$ cat src/rtl/spi_frame_unpack.sv
// spi_frame_unpack: takes 256-bit frames from an SPI slave, validates the header
// in word 0 and streams payload words 1..N out over a valid/ready handshake.
// Also keeps frame/error counters and returns a status snapshot frame to the slave.
//
// Parameters:
//   MAGIC        required header byte, frame bits [15:8]
// Ports:
//   CLK          clock, rising edge
//   RESET        asynchronous active-high reset
//   FRAME_IN     256-bit frame, word k = bits [16k+15:16k]
//   FRAME_WRITE  pulse: FRAME_IN valid
//   FRAME_READ   pulse: host read started, snapshot status and clear error counters
//   STATUS_OUT   status frame back to the SPI slave
//   WORD_OUT     payload word k
//   WORD_INDEX   index k (1..15) of WORD_OUT
//   WORD_VALID   WORD_OUT/WORD_INDEX valid
//   WORD_READY   downstream accepts the word
//   BUSY         frame in progress (state != IDLE)
//
// Build option: define SPI_FRAME_CHECKSUM_EN to reserve word 15 as an XOR
// checksum of words 0..14 (max payload 14 words); otherwise up to 15 words.

module spi_frame_unpack #(
  parameter logic [7:0] MAGIC = 8'hA5
) (
  input  logic         CLK,
  input  logic         RESET,
  input  logic [255:0] FRAME_IN,
  input  logic         FRAME_WRITE,
  input  logic         FRAME_READ,
  output logic [255:0] STATUS_OUT,
  output logic [15:0]  WORD_OUT,
  output logic [3:0]   WORD_INDEX,
  output logic         WORD_VALID,
  input  logic         WORD_READY,
  output logic         BUSY
);

  localparam int unsigned FRAME_W = 256;
  localparam int unsigned WORD_W  = 16;

  typedef enum logic [1:0] {
    S_IDLE  = 2'd0,
    S_CHECK = 2'd1,
    S_SEND  = 2'd2
  } state_t;

  state_t              state;
  logic [FRAME_W-1:0]  buffer;
  logic [15:0]         frames_ok;
  logic [7:0]          frames_bad;
  logic [7:0]          overrun;

  logic [3:0]          n_c;
  logic                range_ok_c;
  logic                csum_ok_c;
  logic                hdr_ok_c;
  logic [3:0]          idx_nxt_c;
  logic                bad_evt_c;
  logic                ovr_evt_c;
  logic [7:0]          bad_base_c;
  logic [7:0]          ovr_base_c;
  logic [7:0]          bad_next_c;
  logic [7:0]          ovr_next_c;
  logic [FRAME_W-1:0]  status_c;

  assign n_c = buffer[7:4];

`ifdef SPI_FRAME_CHECKSUM_EN
  logic [WORD_W-1:0] csum_c;

  // XOR of words 0..14 must match word 15
  always_comb begin
    csum_c = '0;
    for (int i = 0; i < 15; i++) begin
      csum_c = csum_c ^ buffer[16*i +: WORD_W];
    end
  end

  assign csum_ok_c  = (csum_c == buffer[255:240]);
  assign range_ok_c = (n_c != 4'd0) && (n_c != 4'd15);
`else
  assign csum_ok_c  = 1'b1;
  assign range_ok_c = (n_c != 4'd0);
`endif

  assign hdr_ok_c  = (buffer[15:8] == MAGIC) && range_ok_c && csum_ok_c;
  assign idx_nxt_c = 4'(WORD_INDEX + 4'd1);

  // Error events; a coinciding FRAME_READ clears first so the event survives as 1
  assign bad_evt_c  = (state == S_CHECK) && !hdr_ok_c;
  assign ovr_evt_c  = FRAME_WRITE && (state != S_IDLE);
  assign bad_base_c = FRAME_READ ? 8'd0 : frames_bad;
  assign ovr_base_c = FRAME_READ ? 8'd0 : overrun;
  assign bad_next_c = (bad_evt_c && bad_base_c != 8'hFF) ? 8'(bad_base_c + 8'd1) : bad_base_c;
  assign ovr_next_c = (ovr_evt_c && ovr_base_c != 8'hFF) ? 8'(ovr_base_c + 8'd1) : ovr_base_c;

  // Snapshot uses pre-edge counter values
  assign status_c = {208'd0, overrun, frames_bad, frames_ok, 6'd0, state, 8'h5A};

  // Frame FSM, counters and status register
  always_ff @(posedge CLK or posedge RESET) begin
    if (RESET) begin
      state      <= S_IDLE;
      buffer     <= '0;
      frames_ok  <= '0;
      frames_bad <= '0;
      overrun    <= '0;
      STATUS_OUT <= '0;
      WORD_OUT   <= '0;
      WORD_INDEX <= '0;
      WORD_VALID <= 1'b0;
      BUSY       <= 1'b0;
    end else begin
      frames_bad <= bad_next_c;
      overrun    <= ovr_next_c;
      if (FRAME_READ) begin
        STATUS_OUT <= status_c;
      end

      case (state)
        S_IDLE: begin
          if (FRAME_WRITE) begin
            buffer <= FRAME_IN;
            state  <= S_CHECK;
            BUSY   <= 1'b1;
          end
        end
        S_CHECK: begin
          if (hdr_ok_c) begin
            state      <= S_SEND;
            WORD_VALID <= 1'b1;
            WORD_INDEX <= 4'd1;
            WORD_OUT   <= buffer[31:16];
            frames_ok  <= 16'(frames_ok + 16'd1);
          end else begin
            state <= S_IDLE;
            BUSY  <= 1'b0;
          end
        end
        S_SEND: begin
          // WORD_VALID is always high here, so READY alone marks the handshake
          if (WORD_READY) begin
            if (WORD_INDEX == n_c) begin
              WORD_VALID <= 1'b0;
              state      <= S_IDLE;
              BUSY       <= 1'b0;
            end else begin
              WORD_INDEX <= idx_nxt_c;
              WORD_OUT   <= buffer[{idx_nxt_c, 4'h0} +: WORD_W];
            end
          end
        end
        default: begin
          state      <= S_IDLE;
          WORD_VALID <= 1'b0;
          BUSY       <= 1'b0;
        end
      endcase
    end
  end

endmodule

$ cat config.mk
export PLATFORM = sky130hd
export DESIGN_NAME = spi_frame_unpack
export DESIGN_NICKNAME = d
export VERILOG_FILES = /design/src/rtl/spi_frame_unpack.sv
export SDC_FILE = /design/constraint.sdc
export NUM_CORES = 1
export LEC_CHECK = 0
export ABC_AREA = 1
export CAP_MARGIN = 30
export CORE_MARGIN = 2
export CORE_UTILIZATION = 44
export DETAILED_ROUTE_END_ITERATION = 8
export MAX_ROUTING_LAYER = met4
export PLACE_DENSITY = 0.83
export SYNTH_ARGS = -nofsm -noshare
export SYNTH_HDL_FRONTEND = slang
export SYNTH_SLANG_ARGS = --single-unit
$ cat constraint.sdc
create_clock -name CLK -period 11.6 [get_ports CLK]
set_clock_uncertainty 0.15 [all_clocks]
set_input_delay 2.32 -clock CLK [delete_from_list [all_inputs] [get_ports CLK]]
set_output_delay 2.32 -clock CLK [all_outputs]
set_load 0.03 [all_outputs]
==> results.yml <==
grt:
  largest_net_degree_at_the_start_of_global_routing: 197
  groute.usage.overall_pct: 25.8
  grt_pass1_vias: 15700
  antenna_found_initial: 2
  first_pass_grt_wire_length_um: 85200
  global_route.overflow_total: 0
die:
  coreArea_sq_mm: 0.0408
  die_x_um: 208
  floorplan_die_area_sq_mm: 0.0431
  dieHeight_um: 208
  std_cell_rows: 74
  initial_utilization_pct: 44.7
  io_pins: 539
sta:
  relSlewSlack_pct: 25.9
  max_freq_mhz: 191
  fin_hold_ws_ps: 319
  worst_pin_slew_ps: 1110
  post-route-period-util_pct: 45.0
  report.final.hold_viol_count: 0
  finalCriticalPeriod_ps: 5220
  timing.final.ws_setup_ps: 6380
  setup-violations-final: 0
  unrepaired_setup_endpoints_after_global_routing: "no"
  setup_total_negative_slack_ps: 0
  final-max-slew-violation-count: 0
setup_path:
  timing.critical_path.required_ps: 11810
  max_fanout_on_critical_path: 120
  crit_path_top_delay_cell: "sky130_fd_sc_hd__buf_4"
  criticalPathCategory: "in -> reg"
  startpoint_type: "input port"
  critical-path-top-cell-by-count: "sky130_fd_sc_hd__buf_4"
  path_delay_family: "buffers and inverters"
  critical-path-max-stage-delay_ps: 840
  worst_setup_path_end_kind: "flop"
  crit_chain: "clkdlybuf4s50_1 > inv_1 > nor2_4 > buf_4 > buf_4 > buf_4 > o21ai_0"
  cp.arrival_ps: 5440
  timing.critical_path.buf_inv: 5
clock_tree:
  number_of_h_tree_levels: 2
  insertion_delay_ps: 560
  post_cts_resized: 0
  post_cts_hold_buffer_count: 0
  cts_root_buffer: "sky130_fd_sc_hd__clkbuf_16"
  worst_setup_hold_path_clk_slew_ps: 60
  tritoncts: "yes"
  numCtsBuffers: 38
  post_cts_buffers: 0
  ctsLongestPathBuffers: 3
  tritoncts_num_sinks: 347
synth:
  mappedNetlistArea_sq_mm: 0.0182
  yosys.area_share.xor_xnor_pct: 1.48
  synth_ff_type: "sky130_fd_sc_hd__dfrtp_1"
  netlist_instances: 2381
  yosys.area_share.adder_pct: 0.274
  synth_top_family_by_area: "simple AND/OR/NAND/NOR gates"
  synth_seq_area_share_pct: 47.6
  number_of_enable_type_register_cells_in_the_synthesized_netlist: 0
  netlist-cell-type-count: 29
  synth_simple_gate_area_share_pct: 24.3
  yosys_warnings: 0
  synthArstFlopShare_pct: 100
  post_synth.cell_area_avg_sq_um: 7.66
  synth_seq_cells: 347
  synth-compound-area-share_pct: 8.42
  muxShareOfSynthArea_pct: 0
job:
  max_cap_viol_count: 0
drt:
  routedWlPerCell_um: 16.9
  route.antenna.remaining_nets: 0
  firstDrtPassIters: 6
  wirelength_um: 53900
  drtIter0Drc: 1322
  route.detailed.drc: 0
  detail_route.vias_per_cell: 4.89
  vias: 15600
layout:
  finalNetCount: 2899
  synthToLayoutAreaGrowth_pct: 22.1
  leading_cell_type_in_the_layout_fill_and_taps_excluded: "sky130_fd_sc_hd__nand2_1"
  fillcell_total: 3746
  fraction_of_final_layout_cells_sized_beyond_drive_strength_1_pct: 4.13
  commonest_cells_after_routing_fill_and_taps_aside: "774 x sky130_fd_sc_hd__nand2_1, 346 x sky130_fd_sc_hd__dfrtp_1, 320 x sky130_fd_sc_hd__clkdlybuf4s50_1"
pwr:
  power_leakage_nw: 10.8
  p_per_area_mw_per_mm2: 259
  irDropWorstVdd_mv: 0.170
placement:
  finalWeightedCongestion: 0.861
  io_buffer_count: 320
  post-dp-hpwl_um: 38500
  pre_cts_ws_ps: 5950
outcome:
  result_of_the_run: "finished, final reports clean"
hold_path:
  hold_path_class: "reg -> reg"
cell type report:
cell class / count / area, sq um / share of cell area (%)
Sequential cell: 347 / 8690 / 39.0
Multi-Input combinational cell: 1637 / 7130 / 32.0
Timing Repair Buffer: 338 / 3390 / 15.2
Clock buffer: 55 / 1140 / 5.11
Inverter: 272 / 1030 / 4.61
Tap cell: 532 / 666 / 2.99
Clock inverter: 14 / 226 / 1.02
Antenna cell: 2 / 5.00 / 0.0225
routing by layer:
layer  routed length [um]  global-route usage, %  vias to the layer above  part of all wire, %
li1                     -                      -                     7460                    -
met1                22200                   32.2                     7407                   41
met2                26000                   42.1                      670                   48
met3                 3990                   5.13                       97                  7.4
met4                 1670                   8.33                        0                  3.1
met5                    0                      -                        -                    0
report_power, final:
group	total (mW)	switching, mW	internal, mW	leakage, nW
clock network	1.33	0.510	0.817	0.671
logic	2.56	1.78	0.783	5.76
registers	1.88	0.192	1.69	4.38
total	5.77	2.48	3.29	10.8
tightest hold or removal path, stage by stage, from the launching register on:
cell,delay [ps]
sky130_fd_sc_hd__dfrtp_1,340
sky130_fd_sc_hd__nand2_1,50
sky130_fd_sc_hd__nand2_1,40
logic make-up (layout without fill, tap and decap cells):
family	after synthesis	count (layout)
adder cells (fa/ha/maj)	4	4
flip-flops	347	347
other	1	220
XOR/XNOR	29	29
buffers and inverters	614	679
AO/OA/AOI/OAI	296	296
AND/OR/NAND/NOR	1090	1090
Yosys cell counts, types with 4 or more instances:
library cell	n	area, sq um
sky130_fd_sc_hd__nand2_1	774	2910
sky130_fd_sc_hd__dfrtp_1	347	8680
sky130_fd_sc_hd__o21ai_0	275	1380
sky130_fd_sc_hd__inv_1	256	961
sky130_fd_sc_hd__buf_4	236	1770
sky130_fd_sc_hd__nand3_1	222	1110
sky130_fd_sc_hd__nor2_1	66	248
sky130_fd_sc_hd__buf_2	54	270
sky130_fd_sc_hd__clkbuf_1	43	161
sky130_fd_sc_hd__xor2_1	19	166
sky130_fd_sc_hd__o211ai_1	16	120
sky130_fd_sc_hd__inv_2	15	56.3
sky130_fd_sc_hd__nand4_1	10	62.6
sky130_fd_sc_hd__buf_1	9	33.8
sky130_fd_sc_hd__nor3_1	9	45.0
sky130_fd_sc_hd__xnor2_1	8	70.1
sky130_fd_sc_hd__ha_1	4	50.1
final timing paths:
kind                               start          end  slack [ps]  cells after the start
max                          FRAME_WRITE   buffer[97]        6380                      7
min                           buffer[38]   buffer[38]         320                      2
max reg2reg                WORD_INDEX[0]  WORD_OUT[3]        7430                     10
min reg2reg                   buffer[38]   buffer[38]         320                      2
max in group asynchronous          RESET   buffer[37]        7430                      4
min in group asynchronous          RESET  buffer[190]        2230                      3
flip-flops by register name, indices dropped and copies added, names as in the netlist:
signal,cells
WORD_VALID,1
buffer,256
WORD_OUT,16
frames_bad,8
overrun,8
WORD_INDEX,4
BUSY,1
frames_ok,16
state,2
STATUS_OUT,35
through the flow:
stage | cell area (sq um) | power [mW] | cells | utilization [%]
floorplan | 19100 | 3.66 | 2598 | -
global placement | 20800 | 4.35 | 3123 | 51.0
detailed placement | 20900 | 4.45 | 3126 | 51.2
CTS | 22300 | 5.81 | 3195 | 54.5
global route | 22300 | 6.20 | 3197 | 54.5
finish | 22300 | 5.77 | 3197 | 54.5
(Power assumes the default switching activity.)
